File: config.mk
export PLATFORM = sky130hd
export DESIGN_NAME = ps2_kbd_decoder
export DESIGN_NICKNAME = d
export VERILOG_FILES = /design/src/rtl/ps2_kbd_decoder.sv
export SDC_FILE = /design/constraint.sdc
export NUM_CORES = 1
export LEC_CHECK = 0
export CAP_MARGIN = 10
export CORE_UTILIZATION = 35
export DETAILED_ROUTE_END_ITERATION = 7
export PLACE_DENSITY_LB_ADDON = 0.08
export SETUP_SLACK_MARGIN = 0.1
export SLEW_MARGIN = 10
export SYNTH_ARGS = -nofsm -noshare
export SYNTH_HDL_FRONTEND = slang
export SYNTH_SLANG_ARGS = --single-unit
File: constraint.sdc
create_clock -name clk -period 8.42 [get_ports clk]
set_input_delay 1.263 -clock clk [delete_from_list [all_inputs] [get_ports clk]]
set_output_delay 1.263 -clock clk [all_outputs]
set_load 0.01 [all_outputs]
File: src/rtl/ps2_kbd_decoder.sv
// PS/2 keyboard receiver: set-2 prefix folding, show-ahead event FIFO, distinct-key press counter.
// Optional partial-frame watchdog enabled by defining PS2_TIMEOUT_EN.
module ps2_kbd_decoder #(
    parameter int unsigned FIFO_DEPTH  = 8,
    parameter int unsigned CNT_W       = 8,
    parameter int unsigned TIMEOUT_CYC = 20000
) (
    input  logic             clk,
    input  logic             resetn,
    input  logic             ps2_clk,
    input  logic             ps2_data,
    input  logic             rd_en,
    input  logic             clr_err,
    output logic             valid,
    output logic [7:0]       key_code,
    output logic             key_ext,
    output logic             key_brk,
    output logic             overflow,
    output logic             frame_err,
    output logic [CNT_W-1:0] press_count
);

    localparam int unsigned AW = $clog2(FIFO_DEPTH);

    typedef enum logic [0:0] {StIdle, StShift} state_e;

    logic [2:0] clk_sync_q, data_sync_q;
    logic       sample, bit_in;

    always_ff @(posedge clk or negedge resetn) begin
        if (!resetn) begin
            clk_sync_q  <= 3'b111;
            data_sync_q <= 3'b111;
        end else begin
            clk_sync_q  <= {clk_sync_q[1:0], ps2_clk};
            data_sync_q <= {data_sync_q[1:0], ps2_data};
        end
    end

    assign sample = clk_sync_q[2] & ~clk_sync_q[1];
    assign bit_in = data_sync_q[2];

    logic timeout;

`ifdef PS2_TIMEOUT_EN
    localparam int unsigned TW = $clog2(TIMEOUT_CYC + 1);
    logic [TW-1:0] to_cnt_q;
    state_e        to_state;

    always_ff @(posedge clk or negedge resetn) begin
        if (!resetn) begin
            to_cnt_q <= '0;
        end else if (sample || to_state == StIdle) begin
            to_cnt_q <= '0;
        end else begin
            to_cnt_q <= to_cnt_q + TW'(1);
        end
    end

    assign timeout = (to_state == StShift) && !sample && (to_cnt_q == TW'(TIMEOUT_CYC - 1));
`else
    logic unused_timeout_cfg;
    assign unused_timeout_cfg = ^TIMEOUT_CYC;
    assign timeout = 1'b0;
`endif

    state_e     state_q, state_d;
    logic [3:0] bit_idx_q, bit_idx_d;
    logic       start_q, start_d;
    logic [8:0] bits_q, bits_d;
    logic       frame_done;

`ifdef PS2_TIMEOUT_EN
    assign to_state = state_q;
`endif

    always_ff @(posedge clk or negedge resetn) begin
        if (!resetn) begin
            state_q   <= StIdle;
            bit_idx_q <= 4'd0;
            start_q   <= 1'b0;
            bits_q    <= 9'd0;
        end else begin
            state_q   <= state_d;
            bit_idx_q <= bit_idx_d;
            start_q   <= start_d;
            bits_q    <= bits_d;
        end
    end

    always_comb begin
        state_d    = state_q;
        bit_idx_d  = bit_idx_q;
        start_d    = start_q;
        bits_d     = bits_q;
        frame_done = 1'b0;
        unique case (state_q)
            StIdle: begin
                if (sample) begin
                    start_d   = bit_in;
                    bit_idx_d = 4'd1;
                    state_d   = StShift;
                end
            end
            StShift: begin
                if (timeout) begin
                    state_d   = StIdle;
                    bit_idx_d = 4'd0;
                end else if (sample) begin
                    if (bit_idx_q == 4'd10) begin
                        frame_done = 1'b1;
                        state_d    = StIdle;
                        bit_idx_d  = 4'd0;
                    end else begin
                        bits_d[bit_idx_q - 4'd1] = bit_in;
                        bit_idx_d = bit_idx_q + 4'd1;
                    end
                end
            end
            default: state_d = StIdle;
        endcase
    end

    // Stop bit is the live sample; bits_q holds data[7:0] and parity.
    logic       frame_ok, byte_ok, frame_bad, push;
    logic [7:0] byte_in;

    assign byte_in   = bits_q[7:0];
    assign frame_ok  = ~start_q & bit_in & (^bits_q);
    assign byte_ok   = frame_done & frame_ok;
    assign frame_bad = frame_done & ~frame_ok;
    assign push      = byte_ok && (byte_in != 8'hE0) && (byte_in != 8'hF0);

    logic             ext_pend_q, ext_pend_d, brk_pend_q, brk_pend_d;
    logic [8:0]       last_make_q, last_make_d;
    logic [CNT_W-1:0] press_q, press_d;
    logic [8:0]       key;

    assign key = {ext_pend_q, byte_in};

    always_comb begin
        ext_pend_d  = ext_pend_q;
        brk_pend_d  = brk_pend_q;
        last_make_d = last_make_q;
        press_d     = press_q;
        if (frame_bad || timeout) begin
            ext_pend_d = 1'b0;
            brk_pend_d = 1'b0;
        end else if (byte_ok) begin
            if (byte_in == 8'hE0) begin
                ext_pend_d = 1'b1;
            end else if (byte_in == 8'hF0) begin
                brk_pend_d = 1'b1;
            end else begin
                ext_pend_d = 1'b0;
                brk_pend_d = 1'b0;
            end
        end
        if (push) begin
            if (!brk_pend_q) begin
                if (key != last_make_q) begin
                    press_d     = press_q + CNT_W'(1);
                    last_make_d = key;
                end
            end else if (key == last_make_q) begin
                last_make_d = 9'h000;
            end
        end
    end

    logic [9:0]    mem [FIFO_DEPTH];
    logic [AW-1:0] wr_ptr_q, rd_ptr_q;
    logic [AW:0]   cnt_q, cnt_d;
    logic          pop, full, push_ok, ovf_set;
    logic          ovf_q, ferr_q;

    assign valid   = (cnt_q != '0);
    assign full    = (cnt_q == (AW + 1)'(FIFO_DEPTH));
    assign pop     = rd_en & valid;
    assign push_ok = push & (~full | pop);
    assign ovf_set = push & full & ~pop;

    always_comb begin
        cnt_d = cnt_q;
        unique case ({push_ok, pop})
            2'b10:   cnt_d = cnt_q + (AW + 1)'(1);
            2'b01:   cnt_d = cnt_q - (AW + 1)'(1);
            default: cnt_d = cnt_q;
        endcase
    end

    always_ff @(posedge clk) begin
        if (push_ok) begin
            mem[wr_ptr_q] <= {ext_pend_q, brk_pend_q, byte_in};
        end
    end

    always_ff @(posedge clk or negedge resetn) begin
        if (!resetn) begin
            ext_pend_q  <= 1'b0;
            brk_pend_q  <= 1'b0;
            last_make_q <= 9'h000;
            press_q     <= '0;
            wr_ptr_q    <= '0;
            rd_ptr_q    <= '0;
            cnt_q       <= '0;
            ovf_q       <= 1'b0;
            ferr_q      <= 1'b0;
        end else begin
            ext_pend_q  <= ext_pend_d;
            brk_pend_q  <= brk_pend_d;
            last_make_q <= last_make_d;
            press_q     <= press_d;
            cnt_q       <= cnt_d;
            if (push_ok) wr_ptr_q <= wr_ptr_q + AW'(1);
            if (pop)     rd_ptr_q <= rd_ptr_q + AW'(1);
            // A new error in the same cycle as clr_err wins.
            if (ovf_set)      ovf_q <= 1'b1;
            else if (clr_err) ovf_q <= 1'b0;
            if (frame_bad || timeout) ferr_q <= 1'b1;
            else if (clr_err)         ferr_q <= 1'b0;
        end
    end

    assign key_code    = valid ? mem[rd_ptr_q][7:0] : 8'h00;
    assign key_brk     = valid ? mem[rd_ptr_q][8] : 1'b0;
    assign key_ext     = valid ? mem[rd_ptr_q][9] : 1'b0;
    assign overflow    = ovf_q;
    assign frame_err   = ferr_q;
    assign press_count = press_q;

endmodule

After elaboration in Yosys (flattened, before gate mapping). Memories as Yosys holds them, arrays and structs flattened. Cells that the tools add are included.

Output and inout bits: 21. Input bits: 6. Bits in writable memories: 80. Bits in read-only memories: 0. Logic and storage cells: 109. Latch bits: 0. Register bits: 52. Memories kept: 1.

Memory list: mem (depth 8, bits a word 10, rd ports 1, clocked after Yosys merged registers in 0, wr ports 1, RTL line 171) `logic [9:0] mem [FIFO_DEPTH];`.

Equal/unequal tests: 15. Magnitude comparators: 2. Multiplexer cells: 34. Reduce and logical (&&, ||, !) cells: 17. Divide/modulo/power cells: 0. Multiply operators: 0. Bitwise gates (word level): 18. Add/sub/neg operators: 7. Shifts and indexed selects: 0.

Operator list (count): two-way mux 9 bit (3); two-way mux 1 bit (22); == test 8 bit (second input constant) (2); != test 8 bit (second input constant) (2); case mux 4 bit (2 select lines) (2); two-way mux 4 bit (3); nonzero test 2 bit (5); bitwise AND 1 bit (9); bitwise mux 9 bit (1); == test 9 bit (1); != test 9 bit (1); AND reduction 3 bit (3); XOR reduction 9 bit (1); adder 4 x 1 -> 4 bit (second input constant) (2); adder 8 x 1 -> 8 bit (second input constant) (1); == test 4 bit (second input constant) (2); two-way mux 8 bit (1); inverter 1 bit (8); AND reduction 2 bit (4); subtractor 4 x 1 -> 4 bit (second input constant) (2); adder 3 x 1 -> 3 bit (second input constant) (2); != test 2 bit (second input constant) (3); less-than comparator 4 x 5 -> 1 bit (second input constant) (1); demux 1 bit (select 4 bit) (1); other kinds (9) (11).

Depth between registers and ports, before layout.
Depth after elaboration: 10. Depth in mapped cells: 13. Gate-level depth less buffers: 12.

Worst setup path after synthesis. Ideal clock, no wire load.

Kind: register -> register. Start: register bits_q[0]. End: memory mem[1][0], enable pin. Arrival: 2714 ps. Setup slack: 5317 ps. Period minus slack after synthesis: 3103 ps. Buffers on the path: 1. Library setup time: 390 ps. Required time: 8030 ps. Cell stages (with the launch flop): 9. Path through: dfrtp_1 > inv_1 > ha_1 > xnor3_2 > xnor2_2 > nor2_2 > buf_2 > nand3_1 > nor3_1.

Longest elaborated chain between the ends: 8. Elaborated cells between the ends (all ways): 10. Classes of those cells: eq/ne: 2; mux: 2; bitwise: 3; reduce/logical: 3.

RTL lines: from (decl) (RTL line 70) `logic [8:0] bits_q, bits_d;`; from (signal assigned) (RTL line 87) `bits_q <= bits_d;`; XOR reduction 9 bit (RTL line 129) `assign frame_ok = ~start_q & bit_in & (^bits_q);`; bitwise AND 1 bit (RTL line 129); bitwise AND 1 bit (RTL line 130) `assign byte_ok = frame_done & frame_ok;`; logical AND 1 bit (RTL line 132) `assign push = byte_ok && (byte_in != 8'hE0) && (byte_in != 8'hF0);`; logical AND 1 bit * (RTL line 132); bitwise AND 1 bit * (RTL line 180) `assign push_ok = push & (~full | pop);`; two-way mux 1 bit * (RTL line 193) `if (push_ok) begin`; two-way mux 1 bit (not written as such) * (RTL line 194) `mem[wr_ptr_q] <= {ext_pend_q, brk_pend_q, byte_in};`; to (decl) (RTL line 171).

Mark *: on every way between the ends. The rest lies on a longest branch, timed or not.

Worst setup path after layout.
Start: register rd_ptr_q[0]. End: output key_code[6].

Longest elaborated chain between the ends: 2.

RTL lines: from (decl) (RTL line 172) `logic [AW-1:0] wr_ptr_q, rd_ptr_q;`; from (signal assigned) (RTL line 216) `if (pop) rd_ptr_q <= rd_ptr_q + AW'(1);`; memory (8 x 10 bit); two-way mux 8 bit (RTL line 225) `assign key_code = valid ? mem[rd_ptr_q][7:0] : 8'h00;`; to (decl) (RTL line 15) `output logic [7:0] key_code,`.

Every way passes these cells.

==> out/metrics.cfg <==
[timing]
hold_ws_ns = 0.354
setup_viol = 0
fin_skew_ns = 0.00531
slew_violations = 0
min_period_ns = 4.05
worst_slew_margin_rel_pct = 33.0
tightest_slew_ns = 1.00
grt_setup_unrepaired = false
final_hold_viol_count = 0
fin_ws_ns = 4.37
fmax_mhz = 247
finalCritPeriodShare_pct = 48.1
setup_tns_ns = 0

[grt]
grt_antenna_before_repair = 0
grt.total_usage_pct = 16.1
grt_overflow = 0
grt_max_degree = 53
grt_pass1_vias = 3467
grt_pass1_wl_mm = 19.5

[pwr]
p_total_uw = 2260
power_density_nw_per_um2 = 331
vdd.ir_drop.worst_mv = 0.153
power.internal_uw = 1520
p_clk_share_pct = 28.2
switching_share_pct = 32.7
p_seq_share_pct = 42.4
leakage_uw = 0.00255
power.share.combinational_pct = 29.4
power.switching_uw = 738

[setup_path]
max_stage_delay_ns = 0.65
reg2reg_to = cnt_q[2]
regToRegStartpoint = bits_q[0]
worst-path-buf-inv = 2
crit_slowest_cell = dfrtp_1
cp_data_required_time_ns = 7.16
ff2ff_setup_slack_ns = 4.97
path_cells = buf_4, mux4_2, mux2i_1, nor2_1, clkdlybuf4s50_1
cp-end-kind = output pin
crit_type = register to output pin
start_kind = register
critPathTopFamily = buffers and inverters
crit_arrival_ns = 2.78
path_max_fanout = 14
reg2regPathDepth = 12

[final_layout]
fin_nets = 445
mostFrequentLayoutCells = edfxtp_1 (80), dfrtp_1 (46), nor2_1 (28)
num_antenna_cells = 0
layout_commonest_cell = edfxtp_1
areaGrowthSynthToFinish_pct = 17.8
drive_gt1_share_pct = 20.4

[drt]
drt_iter0_drc = 225
drt_pass1_iterations = 4
via_per_inst = 4.99
antenna_left = 0
drt-total-wl_mm = 12.1
vias = 3281
drc = 0
wl_per_cell_um = 18.4

[clocking]
post_cts_buffers = 0
clk_path_buf_depth = 2
cts_resized = 0
ctsHoldBuffers = 0
numCtsBuffers = 17
cts_root_buf = clkbuf_16
clkSinkCount = 132
clk_pin_slew_ns = 0.06
cts.htree.levels = 4
cts_tree = done
insertion_delay_ns = 0.42

[outcome]
status = finished clean

[floorplanning]
core_um2 = 16100
die_w_um = 131
die_h_um = 131
dieArea_um2 = 17100
ios = 27
start_util_pct = 36.1
placementRows = 46

[place]
gp_congestion = 0.736
portBuffers = 26
hpwlAfterDp_mm = 7.62
place_ws_ns = 4.73

[flow_run]
maxCapViolCount = 0

[hold_path]
hold_path.class = register to register
hp-start = clk_sync_q[0]
whs_path_depth = 0
holdPathEnd = clk_sync_q[1]

[yosys]
ys_ff_latch = 132
ys_seq_area_share_pct = 63.9
synthCells = 390
netlist_area_um2 = 5800
yosysUniqueCellTypes = 50
syn_area_per_cell_um2 = 14.9
syn-num-nets = 405
synth_warnings = 0

[worst reg2reg max path: stages, from the launching register on]
cell,delay (ns)
dfrtp_1,0.61
inv_1,0.09
ha_1,0.29
xnor3_2,0.43
xnor2_2,0.22
nor2_2,0.62
nor2_1,0.11
xor2_1,0.17
ha_1,0.20
nor3_1,0.18
o211a_1,0.17
a41oi_1,0.05
xnor2_1,0.17
[power groups by stage]
stage	sequential, µW	combinational (µW)	clock [µW]
after floorplan	875	526	0
after global placement	970	666	0
after detailed placement	976	673	0
after CTS	963	676	651
after global routing	983	731	682
final	958	665	637
[how the worst max path moves through the flow]
stage / cells after the start / slack [ns] / startpoint / to
2_1_floorplan: 8 / 5.32 / bits_q[0] / mem[1][0]
3_3_place_gp: 5 / 4.78 / rd_ptr_q[0] / key_code[6]
3_5_place_dp: 5 / 4.73 / rd_ptr_q[0] / key_code[6]
4_1_cts: 5 / 4.28 / rd_ptr_q[0] / key_code[6]
5_1_grt: 5 / 4.13 / rd_ptr_q[0] / key_code[6]
6_report: 5 / 4.37 / rd_ptr_q[0] / key_code[6]
[flip-flops by register name, summed over array words and instances (netlist names)]
register	count
overflow	1
bit_idx_q	4
bits_q	9
clk_sync_q	3
data_sync_q	3
ext_pend_q	1
wr_ptr_q	3
start_q	1
cnt_q	4
rd_ptr_q	3
frame_err	1
last_make_q	9
press_count	8
state_q	1
mem	80
brk_pend_q	1
[through the flow]
stage | instance area (µm²) | std cells | utilization, %
detailed placement | 6340 | 627 | 39.5
floorplan | 5800 | 390 | -
global placement | 6340 | 627 | 39.5
global route | 6840 | 658 | 42.6
finish | 6840 | 658 | 42.6
CTS | 6840 | 658 | 42.6
[cells by family (layout without fill, tap and decap cells)]
logic type               count (synthesis)  in the layout  synth area share, %
multiplexers                            46             46                 12.6
adder cells (fa/ha/maj)                  9              9                 1.94
flip-flops                             132            132                 63.9
AO/OA/AOI/OAI                           34             34                 4.38
AND/OR/NAND/NOR                        109            109                 10.3
XOR/XNOR                                26             26                 4.31
buffers and inverters                   34             86                 2.57
[cell type report]
cell class | count | area, µm²
Timing Repair Buffer | 37 | 338
Sequential cell | 132 | 3710
Fill cell | 1473 | 9220
Clock inverter | 12 | 67.6
Clock buffer | 19 | 433
Inverter | 18 | 67.6
Multi-Input combinational cell | 224 | 1950
Tap cell | 216 | 270
[Yosys cell counts, drive strengths merged]
master | count | area share (%)
xor2 | 16 | 2.4
a21o | 2 | 0.26
nor3 | 11 | 0.95
a21oi | 3 | 0.26
o2111ai | 1 | 0.15
o21ai | 6 | 0.52
nand4b | 2 | 0.30
mux2i | 11 | 1.9
clkbuf | 7 | 0.45
a41oi | 1 | 0.15
o221ai | 5 | 0.75
xnor2 | 9 | 1.5
nor2b | 3 | 0.32
a31oi | 1 | 0.11
ha | 9 | 1.9
nand3 | 23 | 2.0
and3b | 1 | 0.15
xnor3 | 1 | 0.41
a31o | 1 | 0.15
o31ai | 2 | 0.26
dfrtp | 46 | 20
nor4 | 8 | 1.5
nand2 | 11 | 0.71
and3 | 4 | 0.43
nand2b | 9 | 0.97
o211a | 1 | 0.17
a22o | 5 | 0.75
or2 | 1 | 0.15
o22a | 1 | 0.15
inv | 18 | 1.2
and4bb | 1 | 0.22
buf | 9 | 0.95
mux4 | 20 | 7.8
mux2 | 15 | 2.9
nand3b | 2 | 0.26
a32o | 1 | 0.17
nand4 | 4 | 0.43
edfxtp | 80 | 41
nor2 | 29 | 1.9
a211o | 2 | 0.30
o22ai | 2 | 0.22
dfstp | 6 | 2.7
[layer usage]
metal	GRT usage [%]	part of all wire, %	vias to the layer above
met5	0	0	-
met3	3.75	2.4	20
met4	7.03	1.7	0
met2	25.0	47	48
met1	21.5	49	1657
li1	-	-	1556
Note: power is estimated with default switching activity, not from simulation.
